## src/rtl/apb4_cmd_master_if.sv

```systemverilog
// apb4_cmd_master_if: command/response handshakes and APB4 bus of the command master
interface apb4_cmd_master_if #(
    parameter int ADDR_WIDTH = 32,
    parameter int DATA_WIDTH = 32
);
    logic                    cmd_valid;
    logic                    cmd_ready;
    logic                    cmd_write;
    logic [ADDR_WIDTH-1:0]   cmd_addr;
    logic [DATA_WIDTH-1:0]   cmd_wdata;
    logic [DATA_WIDTH/8-1:0] cmd_strb;
    logic [2:0]              cmd_prot;
    logic                    rsp_valid;
    logic                    rsp_ready;
    logic [DATA_WIDTH-1:0]   rsp_rdata;
    logic                    rsp_err;
    logic                    rsp_timeout;
    logic                    psel;
    logic                    penable;
    logic                    pwrite;
    logic [ADDR_WIDTH-1:0]   paddr;
    logic [DATA_WIDTH-1:0]   pwdata;
    logic [DATA_WIDTH/8-1:0] pstrb;
    logic [2:0]              pprot;
    logic [DATA_WIDTH-1:0]   prdata;
    logic                    pready;
    logic                    pslverr;

    modport master (
        input  cmd_valid, cmd_write, cmd_addr, cmd_wdata, cmd_strb, cmd_prot,
        output cmd_ready,
        output rsp_valid, rsp_rdata, rsp_err, rsp_timeout,
        input  rsp_ready,
        output psel, penable, pwrite, paddr, pwdata, pstrb, pprot,
        input  prdata, pready, pslverr
    );

    modport slave (
        output cmd_valid, cmd_write, cmd_addr, cmd_wdata, cmd_strb, cmd_prot,
        input  cmd_ready,
        input  rsp_valid, rsp_rdata, rsp_err, rsp_timeout,
        output rsp_ready,
        input  psel, penable, pwrite, paddr, pwdata, pstrb, pprot,
        output prdata, pready, pslverr
    );
endinterface

```

## src/rtl/apb4_cmd_master.sv

```systemverilog
// apb4_cmd_master: turns single commands into APB4 transfers with a wait-state timeout
module apb4_cmd_master #(
    parameter int ADDR_WIDTH     = 32,
    parameter int DATA_WIDTH     = 32,
    parameter int TIMEOUT_CYCLES = 16
) (
    input logic               pclk,
    input logic               presetn,
    apb4_cmd_master_if.master bus
);
    localparam int SW = DATA_WIDTH / 8;
    localparam int CW = $clog2(TIMEOUT_CYCLES + 1);

    typedef enum logic [1:0] {IDLE, SETUP, ACCESS, RESP} state_t;

    state_t                state_q, state_d;
    logic [CW-1:0]         cnt_q, cnt_d;
    logic                  cmd_ready_q, cmd_ready_d;
    logic                  psel_q, psel_d;
    logic                  penable_q, penable_d;
    logic                  pwrite_q, pwrite_d;
    logic [ADDR_WIDTH-1:0] paddr_q, paddr_d;
    logic [DATA_WIDTH-1:0] pwdata_q, pwdata_d;
    logic [SW-1:0]         pstrb_q, pstrb_d;
    logic [2:0]            pprot_q, pprot_d;
    logic                  rsp_valid_q, rsp_valid_d;
    logic [DATA_WIDTH-1:0] rsp_rdata_q, rsp_rdata_d;
    logic                  rsp_err_q, rsp_err_d;
    logic                  rsp_timeout_q, rsp_timeout_d;
    logic                  timeout_hit;

    // the last wait state that still sees pready low ends the transfer
    assign timeout_hit = state_q == ACCESS && !bus.pready && cnt_q == CW'(TIMEOUT_CYCLES - 1);

    // state and all registered outputs, cleared asynchronously by reset
    always_ff @(posedge pclk or negedge presetn) begin
        if (!presetn) begin
            state_q       <= IDLE;
            cnt_q         <= '0;
            cmd_ready_q   <= 1'b0;
            psel_q        <= 1'b0;
            penable_q     <= 1'b0;
            pwrite_q      <= 1'b0;
            paddr_q       <= '0;
            pwdata_q      <= '0;
            pstrb_q       <= '0;
            pprot_q       <= '0;
            rsp_valid_q   <= 1'b0;
            rsp_rdata_q   <= '0;
            rsp_err_q     <= 1'b0;
            rsp_timeout_q <= 1'b0;
        end else begin
            state_q       <= state_d;
            cnt_q         <= cnt_d;
            cmd_ready_q   <= cmd_ready_d;
            psel_q        <= psel_d;
            penable_q     <= penable_d;
            pwrite_q      <= pwrite_d;
            paddr_q       <= paddr_d;
            pwdata_q      <= pwdata_d;
            pstrb_q       <= pstrb_d;
            pprot_q       <= pprot_d;
            rsp_valid_q   <= rsp_valid_d;
            rsp_rdata_q   <= rsp_rdata_d;
            rsp_err_q     <= rsp_err_d;
            rsp_timeout_q <= rsp_timeout_d;
        end
    end

    // next state: one outstanding transfer, pready wins over the timeout
    always_comb begin
        state_d = state_q;
        case (state_q)
            IDLE:    if (bus.cmd_valid && cmd_ready_q) state_d = SETUP;
            SETUP:   state_d = ACCESS;
            ACCESS:  if (bus.pready || timeout_hit) state_d = RESP;
            RESP:    if (bus.rsp_ready) state_d = IDLE;
            default: state_d = IDLE;
        endcase
    end

    // outputs for the coming state; command captured on accept, response on completion
    always_comb begin
        cmd_ready_d   = state_d == IDLE;
        psel_d        = state_d == SETUP || state_d == ACCESS;
        penable_d     = state_d == ACCESS;
        rsp_valid_d   = state_d == RESP;
        cnt_d         = cnt_q;
        pwrite_d      = pwrite_q;
        paddr_d       = paddr_q;
        pwdata_d      = pwdata_q;
        pstrb_d       = pstrb_q;
        pprot_d       = pprot_q;
        rsp_rdata_d   = rsp_rdata_q;
        rsp_err_d     = rsp_err_q;
        rsp_timeout_d = rsp_timeout_q;
        if (state_q == IDLE && state_d == SETUP) begin
            cnt_d    = '0;
            pwrite_d = bus.cmd_write;
            paddr_d  = bus.cmd_addr;
            pwdata_d = bus.cmd_write ? bus.cmd_wdata : '0;
            pstrb_d  = bus.cmd_write ? bus.cmd_strb : '0;
            pprot_d  = bus.cmd_prot;
        end
        if (state_q == ACCESS && !bus.pready) cnt_d = cnt_q + CW'(1);
        if (state_q == ACCESS && state_d == RESP) begin
            rsp_rdata_d   = bus.pready && !pwrite_q ? bus.prdata : '0;
            rsp_err_d     = bus.pready ? bus.pslverr : 1'b1;
            rsp_timeout_d = !bus.pready;
        end
    end

    assign bus.cmd_ready   = cmd_ready_q;
    assign bus.psel        = psel_q;
    assign bus.penable     = penable_q;
    assign bus.pwrite      = pwrite_q;
    assign bus.paddr       = paddr_q;
    assign bus.pwdata      = pwdata_q;
    assign bus.pstrb       = pstrb_q;
    assign bus.pprot       = pprot_q;
    assign bus.rsp_valid   = rsp_valid_q;
    assign bus.rsp_rdata   = rsp_rdata_q;
    assign bus.rsp_err     = rsp_err_q;
    assign bus.rsp_timeout = rsp_timeout_q;
endmodule
```

## src/flat_wrapper.sv

```systemverilog
// flat-port wrapper written by rule: the top's interface ports become plain ports
module apb4_cmd_master_flat 
#(
    parameter int ADDR_WIDTH     = 32,
    parameter int DATA_WIDTH     = 32,
    parameter int TIMEOUT_CYCLES = 16
)
  (pclk, presetn, bus_cmd_valid, bus_cmd_write, bus_cmd_addr, bus_cmd_wdata, bus_cmd_strb, bus_cmd_prot, bus_cmd_ready, bus_rsp_valid, bus_rsp_rdata, bus_rsp_err, bus_rsp_timeout, bus_rsp_ready, bus_psel, bus_penable, bus_pwrite, bus_paddr, bus_pwdata, bus_pstrb, bus_pprot, bus_prdata, bus_pready, bus_pslverr);
  apb4_cmd_master_if #(.ADDR_WIDTH(ADDR_WIDTH), .DATA_WIDTH(DATA_WIDTH)) bus_i ();
  input logic pclk;
  input logic presetn;
  input wire logic [$bits(bus_i.cmd_valid)-1:0] bus_cmd_valid;
  input wire logic [$bits(bus_i.cmd_write)-1:0] bus_cmd_write;
  input wire logic [$bits(bus_i.cmd_addr)-1:0] bus_cmd_addr;
  input wire logic [$bits(bus_i.cmd_wdata)-1:0] bus_cmd_wdata;
  input wire logic [$bits(bus_i.cmd_strb)-1:0] bus_cmd_strb;
  input wire logic [$bits(bus_i.cmd_prot)-1:0] bus_cmd_prot;
  output wire logic [$bits(bus_i.cmd_ready)-1:0] bus_cmd_ready;
  output wire logic [$bits(bus_i.rsp_valid)-1:0] bus_rsp_valid;
  output wire logic [$bits(bus_i.rsp_rdata)-1:0] bus_rsp_rdata;
  output wire logic [$bits(bus_i.rsp_err)-1:0] bus_rsp_err;
  output wire logic [$bits(bus_i.rsp_timeout)-1:0] bus_rsp_timeout;
  input wire logic [$bits(bus_i.rsp_ready)-1:0] bus_rsp_ready;
  output wire logic [$bits(bus_i.psel)-1:0] bus_psel;
  output wire logic [$bits(bus_i.penable)-1:0] bus_penable;
  output wire logic [$bits(bus_i.pwrite)-1:0] bus_pwrite;
  output wire logic [$bits(bus_i.paddr)-1:0] bus_paddr;
  output wire logic [$bits(bus_i.pwdata)-1:0] bus_pwdata;
  output wire logic [$bits(bus_i.pstrb)-1:0] bus_pstrb;
  output wire logic [$bits(bus_i.pprot)-1:0] bus_pprot;
  input wire logic [$bits(bus_i.prdata)-1:0] bus_prdata;
  input wire logic [$bits(bus_i.pready)-1:0] bus_pready;
  input wire logic [$bits(bus_i.pslverr)-1:0] bus_pslverr;
  assign bus_i.cmd_valid = bus_cmd_valid;
  assign bus_i.cmd_write = bus_cmd_write;
  assign bus_i.cmd_addr = bus_cmd_addr;
  assign bus_i.cmd_wdata = bus_cmd_wdata;
  assign bus_i.cmd_strb = bus_cmd_strb;
  assign bus_i.cmd_prot = bus_cmd_prot;
  assign bus_cmd_ready = bus_i.cmd_ready;
  assign bus_rsp_valid = bus_i.rsp_valid;
  assign bus_rsp_rdata = bus_i.rsp_rdata;
  assign bus_rsp_err = bus_i.rsp_err;
  assign bus_rsp_timeout = bus_i.rsp_timeout;
  assign bus_i.rsp_ready = bus_rsp_ready;
  assign bus_psel = bus_i.psel;
  assign bus_penable = bus_i.penable;
  assign bus_pwrite = bus_i.pwrite;
  assign bus_paddr = bus_i.paddr;
  assign bus_pwdata = bus_i.pwdata;
  assign bus_pstrb = bus_i.pstrb;
  assign bus_pprot = bus_i.pprot;
  assign bus_i.prdata = bus_prdata;
  assign bus_i.pready = bus_pready;
  assign bus_i.pslverr = bus_pslverr;
  apb4_cmd_master #(.ADDR_WIDTH(ADDR_WIDTH), .DATA_WIDTH(DATA_WIDTH), .TIMEOUT_CYCLES(TIMEOUT_CYCLES)) u_core (.pclk(pclk), .presetn(presetn), .bus(bus_i));
endmodule
```

## config.mk

```make
export PLATFORM = sky130hd
export DESIGN_NAME = apb4_cmd_master_flat
export DESIGN_NICKNAME = d
export VERILOG_FILES = /design/src/rtl/apb4_cmd_master_if.sv /design/src/rtl/apb4_cmd_master.sv /design/src/flat_wrapper.sv
export SDC_FILE = /design/constraint.sdc
export NUM_CORES = 1
export LEC_CHECK = 0
export CORE_MARGIN = 10
export CORE_UTILIZATION = 25
export CTS_CLUSTER_DIAMETER = 80
export CTS_CLUSTER_SIZE = 25
export DETAILED_ROUTE_END_ITERATION = 7
export SLEW_MARGIN = 15
export SYNTH_ARGS = -nofsm -noshare
export SYNTH_HDL_FRONTEND = slang
export SYNTH_SLANG_ARGS = --single-unit
```

## constraint.sdc

```tcl
create_clock -name pclk -period 3.45 [get_ports pclk]
set_input_delay 0.5175 -clock pclk [delete_from_list [all_inputs] [get_ports pclk]]
set_output_delay 0.5175 -clock pclk [all_outputs]
set_load 0.05 [all_outputs]
```

==> results of run 1 <==
## area by class of cell
| class | instances | area [sq um] |
|---|---|---|
| fill | 1746 | 10800 |
| inverter | 2 | 7.51 |
| clock inverter | 12 | 175 |
| clock buffer | 20 | 457 |
| tap | 234 | 293 |
| timing repair buffer | 227 | 2270 |
| sequential | 117 | 2930 |
| multi-input combinational | 276 | 1660 |
## cells in the final DEF, fill, tap and decap left out, types with 2 or more instances in the layout
cell / count
nand3_1: 3
nor3b_1: 3
clkinv_2: 3
o21ai_0: 71
nor2b_1: 2
inv_1: 2
buf_4: 7
dfrtp_1: 117
bufinv_16: 4
buf_12: 2
nand2_1: 141
clkdlybuf4s50_1: 218
mux2_4: 36
clkbuf_16: 17
clkbuf_8: 2
clkinvlp_4: 3
ha_1: 6
## cell families (layout without fill, tap and decap cells)
| logic type | Yosys count | in the layout | share of synthesized area |
|---|---|---|---|
| buf+inv | 29 | 261 | 0.0317 |
| compound gates | 76 | 76 | 0.0836 |
| mux | 37 | 37 | 0.116 |
| simple gates | 157 | 157 | 0.134 |
| flops | 117 | 117 | 0.619 |
| fa+ha+maj | 6 | 6 | 0.0159 |
## power groups by stage
| stage | sequential, uW | combinational [uW] | clock, uW |
|---|---|---|---|
| 6_report | 2320 | 4350 | 1870 |
| 5_1_grt | 2410 | 4590 | 1990 |
| 4_1_cts | 2330 | 4410 | 1920 |
| 3_5_place_dp | 2330 | 4400 | 0 |
| 3_3_place_gp | 2330 | 4340 | 0 |
| 2_1_floorplan | 4240 | 869 | 0 |
## per-stage QoR
step	hold slack, ps	instance area (sq um)	util	worst slack [ps]
2_1_floorplan	222	4730	-	951
3_3_place_gp	465	7160	0.384	571
3_5_place_dp	469	7160	0.384	491
4_1_cts	270	7790	0.418	575
5_1_grt	310	7790	0.418	402
6_report	245	7790	0.418	607
## worst paths after layout
kind	start	to	cells after the start
max in group asynchronous	presetn	u_core.bus.rsp_rdata[8]	2
worst max-delay path	u_core.cnt_q[0]	u_core.bus.paddr[6]	9
worst min-delay path	presetn	u_core.bus.pwdata[24]	1
worst min register to register	u_core.bus.pwdata[29]	u_core.bus.pwdata[29]	2
worst max register to register	u_core.cnt_q[0]	u_core.bus.paddr[6]	9
min in group pclk	u_core.bus.pwdata[29]	u_core.bus.pwdata[29]	2
## synthesized netlist by cell type
cell type	count	share of area
a211o_1	1	0.0019
a21oi_1	1	0.0011
a22o_1	1	0.0019
and2_1	1	0.0013
and3_1	1	0.0013
buf_2	3	0.0032
buf_6	5	0.012
clkbuf_1	19	0.015
dfrtp_1	117	0.62
ha_1	6	0.016
inv_1	2	0.0016
mux2_4	36	0.11
mux2i_1	1	0.0021
nand2_1	141	0.11
nand3_1	3	0.0032
nand3b_1	1	0.0016
nand4_1	1	0.0013
nor2_1	1	0.00079
nor2b_1	3	0.0040
nor3b_1	3	0.0048
o21ai_0	71	0.075
o2bb2ai_1	1	0.0019
o311ai_0	1	0.0019
or3b_1	1	0.0019
or3b_2	1	0.0019
## worst register-to-register path, cell delays in order (launching register included)
cell      delay (ps)
dfrtp_1          400
ha_1             220
and3_1           190
ha_1             180
o311ai_0         390
nand2_1          170
ha_1             240
or3b_4           260
buf_4            310
mux2_4           350
## state kept, by name, summed over array words and instances, names as in the netlist
signal	flops
u_core.cnt_q	5
u_core.bus.rsp_valid	1
u_core.bus.cmd_ready	1
u_core.bus.psel	1
u_core.bus.rsp_err	1
u_core.bus.pwrite	1
u_core.bus.pwdata	32
u_core.bus.rsp_timeout	1
u_core.bus.paddr	32
u_core.state_q	2
u_core.bus.pprot	3
u_core.bus.pstrb	4
u_core.bus.penable	1
u_core.bus.rsp_rdata	32
## layer usage
layer  global-route usage  vias to the layer above
met5                    0                        -
met1                0.135                     1806
met4               0.0530                        0
li1                     -                     1835
met2                0.192                      130
met3               0.0445                       19
==> results.txt, run 1 <==
Status: finished, final reports clean
First DRT Iteration DRCs: 160
Switching Fraction: 0.444
Worst VDD drop: 455 uV
First-pass GRT wire length: 22.5 mm
Peak Freq: 352 MHz
Mapped Cells: 422
Cell internal pwr: 4750 uW
Clk sinks: 117
H-tree Lvls: 4
Syn nets: 538
Slowest CP cell: dfrtp_1
Synthesized area per cell: 11.2 sq um
Clock-pin slew on the worst setup and hold paths: 60 ps
Routability Congestion: 0.759
Core area: 18,600 sq um
Met2 WL: 7.22 mm
# Max-Cap Violations: 0
Layout area overhead: 64.7%
Crit Path Category: reg -> reg
Net switching power: 3790 uW
Fin crit period: 2840 ps
Diode count: 0
Total grt overflow: 0
CP bufs+invs: 1
# hold bufs at CTS: 0
DRC viols: 0
Placed wire-length estimate: 11.1 mm
Chip width: 158 microns
Vias in the first global route: 3,960
Routed Antenna Nets: 0
Mean number of vias per cell: 4.27
Total Routing Usage GR: 0.118
Setup_tns: 0 ps
Flop pwr share: 0.272
Synth cell types: 25
Comb power frac: 0.509
Top Ports: 220
Initial antenna violation count: 0
Worst Max-Slew Pin Slew: 929 ps
Pleak: 0.00350 uW
Final Hold Vio Count: 0
Share of the clock period used by the worst path: 0.824
Worst path cell trace: ha_1, and3_1, ha_1, o311ai_0, nand2_1, ha_1, or3b_4, buf_4, mux2_4
Die height: 158 microns
Crit-path leading delay family: adder cells
Placed cell count: 856
#FFs+latches synth: 117
Clock Latency Late Sink: 410 ps
Seq/Total Area, Yosys: 0.619
Detailed Routing Iterations Pass 1: 4
Via count: 3,790
Pin count of the biggest net entering global routing: 76
Layout cells sized above 1: 0.121
Worst reg2reg setup slack: 610 ps
Clock root buffer: clkbuf_16
PD cells: 1100 nW/um^2
Final setup vio count: 0
Crit path max fanout: 18
YS warnings: 0
CP Data Required Time: 3740 ps
Final Skew: 6.19 ps
Met3 wire len: 1.13 mm
Max incr delay on CP: 400 ps
Cell mode on critical path: ha_1
Pins Over Slew Limit: 0
Post-CTS Resized: 0
CP arrival: 3130 ps
Hold Path Class: in -> async
RSZ-0062 raised after global routing: no
Starting density of the core: 0.254
CP startpoint kind: register
Fin nets: 757
Die area: 24,800 sq um
WL met1: 5.87 mm
Post-Synthesis Cell Area: 4730 sq um
Setup bufs post-CTS: 0
Avg WL per Cell: 16.4 microns
TritonCTS buffer count: 17
CTS tree: built
Site Rows: 50
Non-Filler Instances: 888
Worst slew margin: 0.381
Top sig layer: met4
Worst setup EP type: register
Longest Clk Path Bufs: 2
Total Power: 8540 uW
Clock share of power: 0.219
Port bufs: 219
WL final: 14.6 mm
No activity file was read; power rests on OpenSTA's default activity.
==> run 2: changes to the inputs <==
==> constraint.sdc (replaced) <==
create_clock -name pclk -period 2.95 [get_ports pclk]
set_input_delay 0.4425 -clock pclk [delete_from_list [all_inputs] [get_ports pclk]]
set_output_delay 0.4425 -clock pclk [all_outputs]
set_load 0.05 [all_outputs]
==> results.txt, run 2 (synthesis gave the netlist of run 1 again) <==
Status: finished, final reports clean
Clk sinks: 117
Avg WL per Cell: 16.6 microns
Peak Freq: 362 MHz
CP arrival: 3040 ps
Total grt overflow: 0
CP startpoint kind: register
Setup bufs post-CTS: 0
PD cells: 1260 nW/um^2
Via count: 3,736
Site Rows: 50
Port bufs: 219
Die area: 24,800 sq um
Total Routing Usage GR: 0.120
CP Data Required Time: 3230 ps
Layout cells sized above 1: 0.115
Top sig layer: met4
Worst Max-Slew Pin Slew: 875 ps
Clock-pin slew on the worst setup and hold paths: 50 ps
Die height: 158 microns
Top Ports: 220
Met3 wire len: 1.15 mm
First-pass GRT wire length: 23.0 mm
Worst setup EP type: register
Placed wire-length estimate: 11.2 mm
Hold Path Class: in -> async
Fin nets: 759
Final setup vio count: 0
First DRT Iteration DRCs: 147
Clock Latency Late Sink: 400 ps
WL met1: 6.12 mm
RSZ-0062 raised after global routing: no
Routed Antenna Nets: 0
Longest Clk Path Bufs: 2
Crit path max fanout: 31
CTS tree: built
Pin count of the biggest net entering global routing: 69
Final Util: 0.415
DRC viols: 0
Starting density of the core: 0.254
Initial antenna violation count: 1
Core area: 18,600 sq um
Post-CTS Resized: 0
Commonest non-fill, non-tap cells in the layout: clkdlybuf4s50_1, nand2_1, dfrtp_1
Setup_tns: 0 ps
# hold bufs at CTS: 0
Fin crit period: 2770 ps
Clock root buffer: clkbuf_16
Share of the clock period used by the worst path: 0.938
WL final: 14.7 mm
Commonest non-fill, non-tap cell in the layout: clkdlybuf4s50_1
Worst slew margin: 0.416
H-tree Lvls: 4
Pins Over Slew Limit: 0
Worst VDD drop: 460 uV
Detailed Routing Iterations Pass 1: 4
Vias in the first global route: 4,017
TritonCTS buffer count: 17
Pleak: 0.00349 uW
Mean number of vias per cell: 4.22
Crit Path Category: reg -> reg
Met2 WL: 7.26 mm
Routability Congestion: 0.765
# Max-Cap Violations: 0
Final Hold Vio Count: 0
Final Skew: 8.22 ps
Layout area overhead: 63.5%
Chip width: 158 microns
## run 2: changes by cell type in the layout (fill, tap and decap cells not counted), sizes merged
cell,before,now
diode,0,1
clkinv,4,5
bufinv,4,2
clkinvlp,3,0
buf,9,11
inv,3,2
## run 2: worst paths after layout
path / startpoint / end / slack (ps) / depth (start not counted)
worst max register to register: u_core.cnt_q[0] / u_core.bus.paddr[12] / 180 / 9
worst min register to register: u_core.bus.rsp_rdata[13] / u_core.bus.rsp_rdata[13] / 480 / 2
max in group asynchronous: presetn / u_core.bus.paddr[23] / 2020 / 2
worst max-delay path: u_core.cnt_q[0] / u_core.bus.paddr[12] / 180 / 9
min in group pclk: u_core.bus.rsp_rdata[13] / u_core.bus.rsp_rdata[13] / 480 / 2
worst min-delay path: presetn / u_core.bus.pwdata[16] / 140 / 1
## run 2: critical path, stage by stage (launching register included)
cell and delay, ps:
dfrtp_1 400, ha_1 230, and3_1 190, ha_1 170
o311ai_0 370, nand2_1 180, ha_1 250, or3b_4 290
buf_12 230, mux2_4 320
## run 2: metal layers
metal	global-route usage	vias up
met4	0.0467	0
li1	-	1830
met1	0.136	1770
met3	0.0456	10
met2	0.201	126
met5	0	-
## run 2: metrics by stage
step | setup slack [ps] | total power, uW | hold slack [ps] | instance area, sq um | std cells
floorplan | 451 | 5980 | 147 | 4730 | 422
global placement | 181 | 7830 | 465 | 7200 | 858
detailed placement | 204 | 7910 | 470 | 7200 | 858
CTS | 169 | 9880 | 170 | 7730 | 885
global route | 14.1 | 10200 | 208 | 7730 | 885
finish | 184 | 9730 | 143 | 7740 | 886
## run 2: power breakdown
group / switching, uW / total (uW) / internal [uW]
Sequential: 424 / 2730 / 2300
Combinational: 3280 / 5100 / 1810
Clock: 671 / 1900 / 1230
Total: 4380 / 9730 / 5350
## run 2: area by class of cell
| type | count | area [sq um] |
|---|---|---|
| clock inverters | 7 | 85.1 |
| flip-flops and latches | 117 | 2930 |
| multi-input cells | 276 | 1660 |
| diodes | 1 | 2.50 |
| well taps | 234 | 293 |
| inverters | 2 | 7.51 |
| clock buffers | 20 | 447 |
| fillers | 1748 | 10900 |
| repair buffers | 229 | 2310 |
==> run 3: changes to the inputs <==
==> constraint.sdc (replaced) <==
create_clock -name pclk -period 2.4 [get_ports pclk]
set_input_delay 0.36 -clock pclk [delete_from_list [all_inputs] [get_ports pclk]]
set_output_delay 0.36 -clock pclk [all_outputs]
set_load 0.05 [all_outputs]
==> results.txt, run 3 (synthesis gave the netlist of run 1 again) <==
Status: complete, but fails checks
Failing checks: setup timing
CP startpoint kind: register
Worst setup path end: u_core.bus.paddr[12]
Hold Path Class: reg -> reg
Detailed Routing Iterations Pass 1: 4
Crit path max fanout: 4
Placed wire-length estimate: 11.1 mm
Routability Congestion: 0.793
Core area: 18,600 sq um
DRC viols: 0
Worst Max-Slew Pin Slew: 612 ps
Mean number of vias per cell: 4.35
Layout area overhead: 83.3%
Final Util: 0.465
Net switching power: 5750 uW
Clock share of power: 0.203
Hold Crit Start: u_core.bus.rsp_rdata[29]
Die height: 158 microns
CTS tree: built
Longest Clk Path Bufs: 2
Avg WL per Cell: 17.9 microns
Cell internal pwr: 7470 uW
Flop pwr share: 0.256
Total Power: 13,200 uW
Post-Layout Inst Area: 8670 sq um
Clock-pin slew on the worst setup and hold paths: 50 ps
Clock root buffer: clkbuf_16
Dpl cell area: 7300 sq um
Commonest non-fill, non-tap cell in the layout: clkdlybuf4s50_1
# Max-Cap Violations: 0
Diode count: 0
Clk sinks: 117
Pleak: 0.00392 uW
Reg2Reg Depth: 10
Total grt overflow: 0
Die area: 24,800 sq um
H-tree Lvls: 4
TritonCTS buffer count: 17
WL final: 16.6 mm
Non-Filler Instances: 931
Reg-to-Reg End: u_core.bus.paddr[12]
Initial antenna violation count: 0
Vias in the first global route: 4,364
Worst slew margin: 0.592
Worst VDD drop: 700 uV
Final Skew: 7.11 ps
Crit path from: u_core.cnt_q[0]
FF-to-FF Start: u_core.cnt_q[0]
PD cells: 1520 nW/um^2
CP Data Required Time: 2690 ps
CP arrival: 2750 ps
Starting density of the core: 0.254
Final Hold Vio Count: 0
Peak Freq: 406 MHz
Site Rows: 50
First-pass GRT wire length: 24.3 mm
Comb power frac: 0.541
Switching Fraction: 0.435
Pins Over Slew Limit: 0
Top Ports: 220
Share of the clock period used by the worst path: 1.03
Routed Antenna Nets: 0
Worst reg2reg setup slack: -60 ps
Final setup vio count: 41
Pin count of the biggest net entering global routing: 60
Fin crit period: 2460 ps
Chip width: 158 microns
Commonest non-fill, non-tap cells in the layout: clkdlybuf4s50_1, nand2_1, dfrtp_1
Clock Latency Late Sink: 400 ps
Placed cell count: 867
Layout cells sized above 1: 0.214
Port bufs: 219
Setup_tns: -1590 ps
Final worst slack: -61.8 ps
Total Routing Usage GR: 0.127
Worst setup EP type: register
RSZ-0062 raised after global routing: yes
Fillers: 1,641
Via count: 4,054
First DRT Iteration DRCs: 160
Crit Path Category: reg -> reg
Fin nets: 801
## run 3: changes by cell type in the layout (fill, tap and decap cells not counted), sizes merged
cell,before,now
buf,11,44
clkbuf,20,29
bufinv,2,4
clkinv,5,3
clkinvlp,0,2
bufbuf,0,1
diode,1,0
dlygate4sd3,0,1
## run 3: worst min path at each step
stage | endpoint | slack [ps] | cells past startpoint
floorplan | u_core.bus.cmd_ready | 60 | 0
global placement | u_core.bus.rsp_rdata[17] | 400 | 1
detailed placement | u_core.bus.rsp_rdata[17] | 400 | 1
CTS | u_core.bus.rsp_timeout | 480 | 2
global route | u_core.bus.pwdata[25] | 490 | 3
finish | u_core.bus.rsp_rdata[29] | 470 | 2
## run 3: power groups by stage
| stage | Sequential (uW) | Combinational, uW | Clock (uW) |
|---|---|---|---|
| 5_1_grt | 3470 | 7500 | 2850 |
| 2_1_floorplan | 6100 | 1260 | 0 |
| 6_report | 3380 | 7160 | 2680 |
| 3_5_place_dp | 3360 | 6440 | 0 |
| 4_1_cts | 3360 | 7000 | 2750 |
| 3_3_place_gp | 3350 | 6350 | 0 |
## run 3: critical path, stage by stage, from the launching register on
cell and delay [ps]:
dfrtp_1 390, ha_2 190, and3_4 170, ha_4 160, o311ai_4 240, nand2_2 130
ha_4 180, or3b_4 280, buf_6 160, clkbuf_16 150, mux2_4 290
## run 3: routing by layer
layer | GRT usage | routed length, microns | vias to the layer above
met3 | 0.0540 | 1360 | 28
met5 | 0 | 0 | -
met1 | 0.141 | 6730 | 1939
met4 | 0.0463 | 374 | 0
met2 | 0.213 | 8170 | 160
li1 | - | - | 1927
## run 3: layout make-up
| type | count | area, sq um | share of cell area |
|---|---|---|---|
| timing repair buffer | 271 | 3010 | 0.347 |
| tap | 234 | 293 | 0.0338 |
| multi-input combinational | 276 | 1810 | 0.209 |
| inverter | 2 | 7.51 | 0.000865 |
| clock inverter | 9 | 150 | 0.0173 |
| clock buffer | 22 | 474 | 0.0547 |
| sequential | 117 | 2930 | 0.338 |
## run 3: stage by stage
step	worst slack (ps)	hold slack, ps
4_1_cts	-102	479
3_5_place_dp	-104	403
5_1_grt	-125	492
3_3_place_gp	-57.1	396
6_report	-61.8	473
2_1_floorplan	8.84	64.4
## run 3: what timing repair did
action                                  in CTS  in global routing
endpoints found under the setup margin      93                 99
pin swaps                                    5                  5
buffers inserted                            15                  3
resized for setup                           36                 48
endpoints found under the hold margin       43                  0
hold buffers                                 1                  0
cloned                                       9                  7
==> RTL change 1 (settings of run 2) <==
Make the reset (`presetn`) synchronous in one clocked block. Comments in the files are not updated.
--- a/src/rtl/apb4_cmd_master.sv
+++ b/src/rtl/apb4_cmd_master.sv
@@ -35,3 +35,3 @@
     // state and all registered outputs, cleared asynchronously by reset
-    always_ff @(posedge pclk or negedge presetn) begin
+    always_ff @(posedge pclk) begin
         if (!presetn) begin
Function: differs if presetn is asserted again (counterexample within 4 cycles, from zero or initial values and one cycle with presetn low); with presetn held inactive, the same outputs for 10 cycles.
==> RTL change 1 against run 2 <==
  * Cell count is 8.2% higher
  * Count of clock-buffer cells in the layout is 1 higher
  * Wire length rose by 5.3%
  * Final area down 6.0%
  * Setup slack gained 0.40 ns
  * Synthesized area decreased by 8.8%
  * Sequential cell count unchanged
  * Fmax is 17% higher
  * Die area decreased by 7.7%
  * Critical path type unchanged
  * Highest routed layer unchanged
Power is not compared: it rests on default switching activity, and its combinational part moved more than twofold at a synthesized area within 25%.
==> RTL change 1: results (changes against run 2) <==
| Metric | Value |
|---|---|
| Outcome | finished clean |
| GR Layer Usage met3 | 5.340% (+0.78 points) |
| Synth Cell Area | 4317 µm² (-8.8%) |
| Hold WC Path Type | register to register |
| Dominant cells by area after synthesis | dfxtp_1 54%, nand2_1 13%, a21oi_1 12% |
| Post-Route WL | 15,520 µm (+5.3%) |
| Post-Syn Nets | 641 (+19%) |
| Worst VDD drop | roughly 0.38 mV |
| H-tree levels | 4 (unchanged) |
| Ys flop type | dfxtp_1 |
| Share of layout cells above drive strength 1 | 6.225% (-5.3 points) |
| GPL Wtd Cong | 0.7212 (-5.7%) |
| R2r setup slk | 0.58 ns (+0.40 ns) |
| Iteration-0 DRC Markers | 250 (+70%) |
| Count of cell types in the netlist | 29 (+16%) |
| RR Startpoint | u_core.state_q[1] |
| Met2 Usage GRT | 21.83% (+1.7 points) |
| Post-synth top cells | 144 x nand2_1, 117 x dfxtp_1, 106 x a21oi_1 |
| Number of I/O port buffers | 219 (unchanged) |
| Antenna violations before repair | 0 (-1) |
| Post-CTS resize count | 0 (unchanged) |
| Fill cells | 1,682 (-3.8%) |
| Clk slew on worst S/H paths | 0.05 ns (about the same) |
| FFs w/ async S/R, synth | 0% (-100 points) |
| Pin count of the biggest net entering global routing | 73 (+5.8%) |
| Met2 wire len | 7909 µm (+8.9%) |
| Met3 routed WL | 1162 µm (+0.87%) |
| First-pass DRT Iterations | 5 (+1) |
| Multiplexer area fraction after synthesis | 0.2319% (-11 points) |
| R2R Path End | u_core.bus.paddr[28] |
| Placed Area | 6699 µm² (-7.0%) |
| Reg2reg path depth | 8 (-1) |
| Synth Area in XOR/XNOR | 0% (unchanged) |
| Vias | 4,191 (+12%) |
| Met1 Track Usage GR | 15.01% (+1.4 points) |
| DPL Wire Length | 10,870 µm (-3.3%) |
| First-pass GRT wire length | 23,500 µm (+2.1%) |
| Max layer used | met4 |
| Setup crit start kind | register |
| Worst Hold End | u_core.bus.rsp_rdata[3] |
| Clock latency on the worst-skew pair | 0.42 ns (+0.02 ns) |
| Crit path max fanout | 52 (+68%) |
| Sequential area share after synthesis | 54.26% (-7.6 points) |
| # diodes | 0 (-1) |
| Adder-Cell Fraction of Synth Area | 1.739% (+0.15 points) |
| Vias in the first global route | 4,071 (+1.3%) |
| Worst Hold Depth | 2 |
| Sum of routed wire segments on met1 | 6238 µm (+1.9%) |
| Setup Skew | 0.01590 ns (+0.007675 ns) |
| Worst slew margin | 60.71% (+19 points) |
| GRT Overall Usage | 13.23% (+1.2 points) |
| Compound-gate portion of the synthesized area | 13.68% (+5.3 points) |
| Crit path DAT | 2.71 ns (-0.33 ns) |
| CTS buffer count | 17 (unchanged) |
| P_leak | 0.002510 µW |
| Number of nets in the layout | 844 (+11%) |
| Critical path endpoint | u_core.bus.paddr[28] |
| Clock Tree Buf Depth | 2 (unchanged) |
| Power Internal | 3394 µW |
==> RTL change 1: changes by cell type after synthesis, sizes merged, moves of 3 or more <==
cell / before / now
and2: 1 / 4
clkbuf: 19 / 26
dfxtp: 0 / 117
dfrtp: 117 / 0
o21ai: 71 / 0
nor2: 1 / 4
mux2: 36 / 0
buf: 8 / 21
a21oi: 1 / 106
nand3: 3 / 71
nand2: 141 / 144
==> RTL change 1: power groups by stage <==
stage | logic [µW] | registers [µW] | clock network, µW
after detailed placement | 1120 | 1770 | 0
final | 1110 | 1740 | 2010
after CTS | 1130 | 1740 | 2070
after floorplan | 343 | 2100 | 0
after global placement | 1130 | 1770 | 0
after global routing | 1190 | 1750 | 2130
==> RTL change 1: worst max-delay path, stage by stage, from the launching register on <==
cell      delay [ns]
dfxtp_1         0.47
or3b_1          0.49
o221ai_1        0.26
inv_1           0.10
ha_1            0.20
or3b_2          0.25
buf_12          0.24
nand2_1         0.09
a21oi_1         0.15
==> RTL change 1: area by class of cell <==
| cell class | instances | area [µm²] | area share, % |
|---|---|---|---|
| inverter | 4 | 16.27 | 0.2236 |
| multi-input combinational | 357 | 1720 | 23.65 |
| sequential | 117 | 2342 | 32.20 |
| clock inverter | 9 | 103.9 | 1.428 |
| timing repair buffer | 231 | 2345 | 32.24 |
| tap | 220 | 275.3 | 3.785 |
| clock buffer | 21 | 470.5 | 6.468 |
==> RTL change 1: through the flow <==
step	worst slack, ns	hold WS, ns	utilization (%)	instances	power [µW]
after floorplan	0.5758	0.4396	-	525	2447
after global placement	0.2488	0.4379	39.97	929	2899
after detailed placement	0.2127	0.4423	39.97	929	2898
after CTS	0.5683	0.4500	43.40	959	4941
after global routing	0.3770	0.4626	43.40	959	5076
final	0.5808	0.4460	43.40	959	4858
==> RTL change 2 (settings of run 2) <==
Made on the original files. `ADDR_WIDTH` is set to 32 in 3 places; all go to 24.
--- a/src/rtl/apb4_cmd_master_if.sv
+++ b/src/rtl/apb4_cmd_master_if.sv
@@ -2,3 +2,3 @@
 interface apb4_cmd_master_if #(
-    parameter int ADDR_WIDTH = 32,
+    parameter int ADDR_WIDTH = 24,
     parameter int DATA_WIDTH = 32
--- a/src/rtl/apb4_cmd_master.sv
+++ b/src/rtl/apb4_cmd_master.sv
@@ -2,3 +2,3 @@
 module apb4_cmd_master #(
-    parameter int ADDR_WIDTH     = 32,
+    parameter int ADDR_WIDTH     = 24,
     parameter int DATA_WIDTH     = 32,
--- a/src/flat_wrapper.sv
+++ b/src/flat_wrapper.sv
@@ -3,3 +3,3 @@
 #(
-    parameter int ADDR_WIDTH     = 32,
+    parameter int ADDR_WIDTH     = 24,
     parameter int DATA_WIDTH     = 32,
Ports: changed (resized bus_cmd_addr and bus_paddr); port bits go from 220 to 204. The function was not compared with the original's and may differ.
==> RTL change 2 against run 2 <==
  * Final area decreased by 9.2%
  * Sequential power shrank 8.1%
  * Die area shrank 6.3%
  * Count of clock-buffer cells in the layout down 11
  * Largest power group unchanged
  * Highest routed layer unchanged
  * Wire length is 11% lower
  * Non-clock buffer count decreased by 14
  * Sequential cell count decreased by 8
  * Clock skew increased by 0.00076 ns
  * Synthesized area shrank 7.1%
  * Total power shrank 14%
  * Largest cell class unchanged
  * Synthesized cell count shrank 4.0%
  * Sequential share of layout area increased by 0.97 points
  * Setup slack better by 0.087 ns
==> RTL change 2: results (changes against run 2) <==
| Metric | Value |
|---|---|
| Outcome | finished clean |
| RR Startpoint | u_core.cnt_q[0] |
| Number of nets in the layout | 713 (-6.1%) |
| Dominant cells by area after synthesis | dfrtp_1 62%, nand2_1 12%, mux2_4 8.9% |
| Iteration-0 DRC Markers | 98 (-33%) |
| Routed WL per cell | 15.75 µm (-5.3%) |
| Adder-Cell Fraction of Synth Area | 1.708% (+0.12 points) |
| Fill cells | 1,609 (-8.0%) |
| Count of cell types in the netlist | 26 (+4.0%) |
| Worst hold margin | 0.1275 ns (-0.01541 ns) |
| Post-synth top cells | 141 x nand2_1, 109 x dfrtp_1, 71 x o21ai_0 |
| R2R Path End | u_core.bus.paddr[4] |
| Clock latency on the worst-skew pair | 0.35 ns (-0.05 ns) |
| # diodes | 0 (-1) |
| Compound-gate portion of the synthesized area | 8.998% (+0.64 points) |
| Clk slew on worst S/H paths | 0.07 ns (+0.02 ns) |
| CTS buffer count | 9 (-8) |
| Setup Skew | 0.008989 ns (+0.0007646 ns) |
| Post-Syn Nets | 513 (-4.6%) |
| Number of I/O port buffers | 203 (-7.3%) |
| Vias | 3,493 (-6.5%) |
| Worst slew margin | 53.13% (+11 points) |
| DPL Wire Length | 10,280 µm (-8.6%) |
| Antenna violations before repair | 0 (-1) |
| Crit path max fanout | 20 (-35%) |
| FFs w/ async S/R, synth | 100.0% (unchanged) |
| GRT Overall Usage | 11.10% (-0.93 points) |
| Synth Area in XOR/XNOR | 0% (unchanged) |
| R2r setup slk | 0.27 ns (+0.09 ns) |
| P_leak | 0.003125 µW (-10%) |
| Share of layout cells above drive strength 1 | 9.688% (-1.8 points) |
| Syn. warnings | 0 (unchanged) |
| Vias in the first global route | 3,780 (-5.9%) |
| Multiplexer area fraction after synthesis | 9.624% (-2.0 points) |
| First-pass GRT wire length | 21,080 µm (-8.5%) |
| GPL Wtd Cong | 0.7338 (-4.1%) |
| Worst VDD drop | 0.6976 mV (+52%) |
| Sequential area share after synthesis | 62.07% (+0.20 points) |
| Crit path DAT | 2.91 ns (-0.13 ns) |
| H-tree levels | 3 (-1) |
RTL change 2: changes by cell type after synthesis, sizes merged:
cell,delta
clkbuf,+1
dfrtp,-8
mux2,-8
buf,-2
RTL change 2: metrics by stage:
stage | instances | total power, µW | worst slack (ns) | instance area (µm²) | utilization, %
after detailed placement | 819 | 7267 | 0.1707 | 6730 | 39.05
after global routing | 834 | 8856 | 0.1132 | 7027 | 40.77
after CTS | 834 | 8521 | 0.1589 | 7027 | 40.77
after global placement | 819 | 7196 | 0.1791 | 6730 | 39.05
final | 834 | 8404 | 0.2709 | 7027 | 40.77
after floorplan | 405 | 5493 | 0.4062 | 4394 | -
RTL change 2: worst max-delay path by stage:
stage	from	end	slack, ns
final	u_core.cnt_q[0]	u_core.bus.paddr[4]	0.27
after global routing	u_core.cnt_q[0]	u_core.bus.paddr[4]	0.11
after CTS	u_core.cnt_q[0]	u_core.bus.paddr[4]	0.16
after detailed placement	u_core.cnt_q[0]	u_core.bus.paddr[16]	0.17
after global placement	u_core.cnt_q[0]	u_core.bus.paddr[15]	0.18
after floorplan	u_core.cnt_q[0]	u_core.bus.paddr[0]	0.41
RTL change 2: cells by family (layout without fill, tap and decap cells):
kind of cell / count (synthesis) / after routing
simple gates: 157 / 157
mux: 29 / 29
flops: 109 / 109
buf+inv: 28 / 232
compound gates: 76 / 76
fa+ha+maj: 6 / 6
RTL change 2: repair_timing:
item / CTS / global route
hold buffers: 0 / 0
gates resized for setup: 0 / 1
setup endpoints to repair: 0 / 3
RTL change 2: power breakdown:
part           switching, µW  leakage, µW  total [µW]  internal, µW
Sequential               375      0.00142        2510          2130
Clock                    554     0.000139        1220           662
Combinational           3040      0.00156        4680          1640
Total                   3970      0.00313        8400          4430
RTL change 2: layer usage:
layer / wire (µm) / global-route usage, % / up-vias / share of wire [%]
li1: - / - / 1723 / -
met1: 5465 / 12.60 / 1648 / 42
met2: 6607 / 19.09 / 106 / 50
met3: 738 / 2.935 / 16 / 5.6
met4: 320 / 4.995 / 0 / 2.4
met5: 0 / 0 / - / 0
RTL change 2: critical path, stage by stage (launching register included):
cell	delay (ns)
dfrtp_1	0.41
ha_1	0.23
and3_1	0.18
ha_1	0.17
o311ai_1	0.27
nand2_1	0.15
ha_1	0.23
or3b_4	0.37
buf_12	0.21
mux2_4	0.31
RTL change 2: final cells by class:
cell class,instances,area [µm²],share of cell area (%)
multi-input combinational,268,1531,21.79
inverter,2,7.507,0.1068
clock inverter,6,71.32,1.015
tap,225,281.5,4.006
clock buffer,9,225.2,3.205
sequential,109,2728,38.82
timing repair buffer,215,2182,31.05
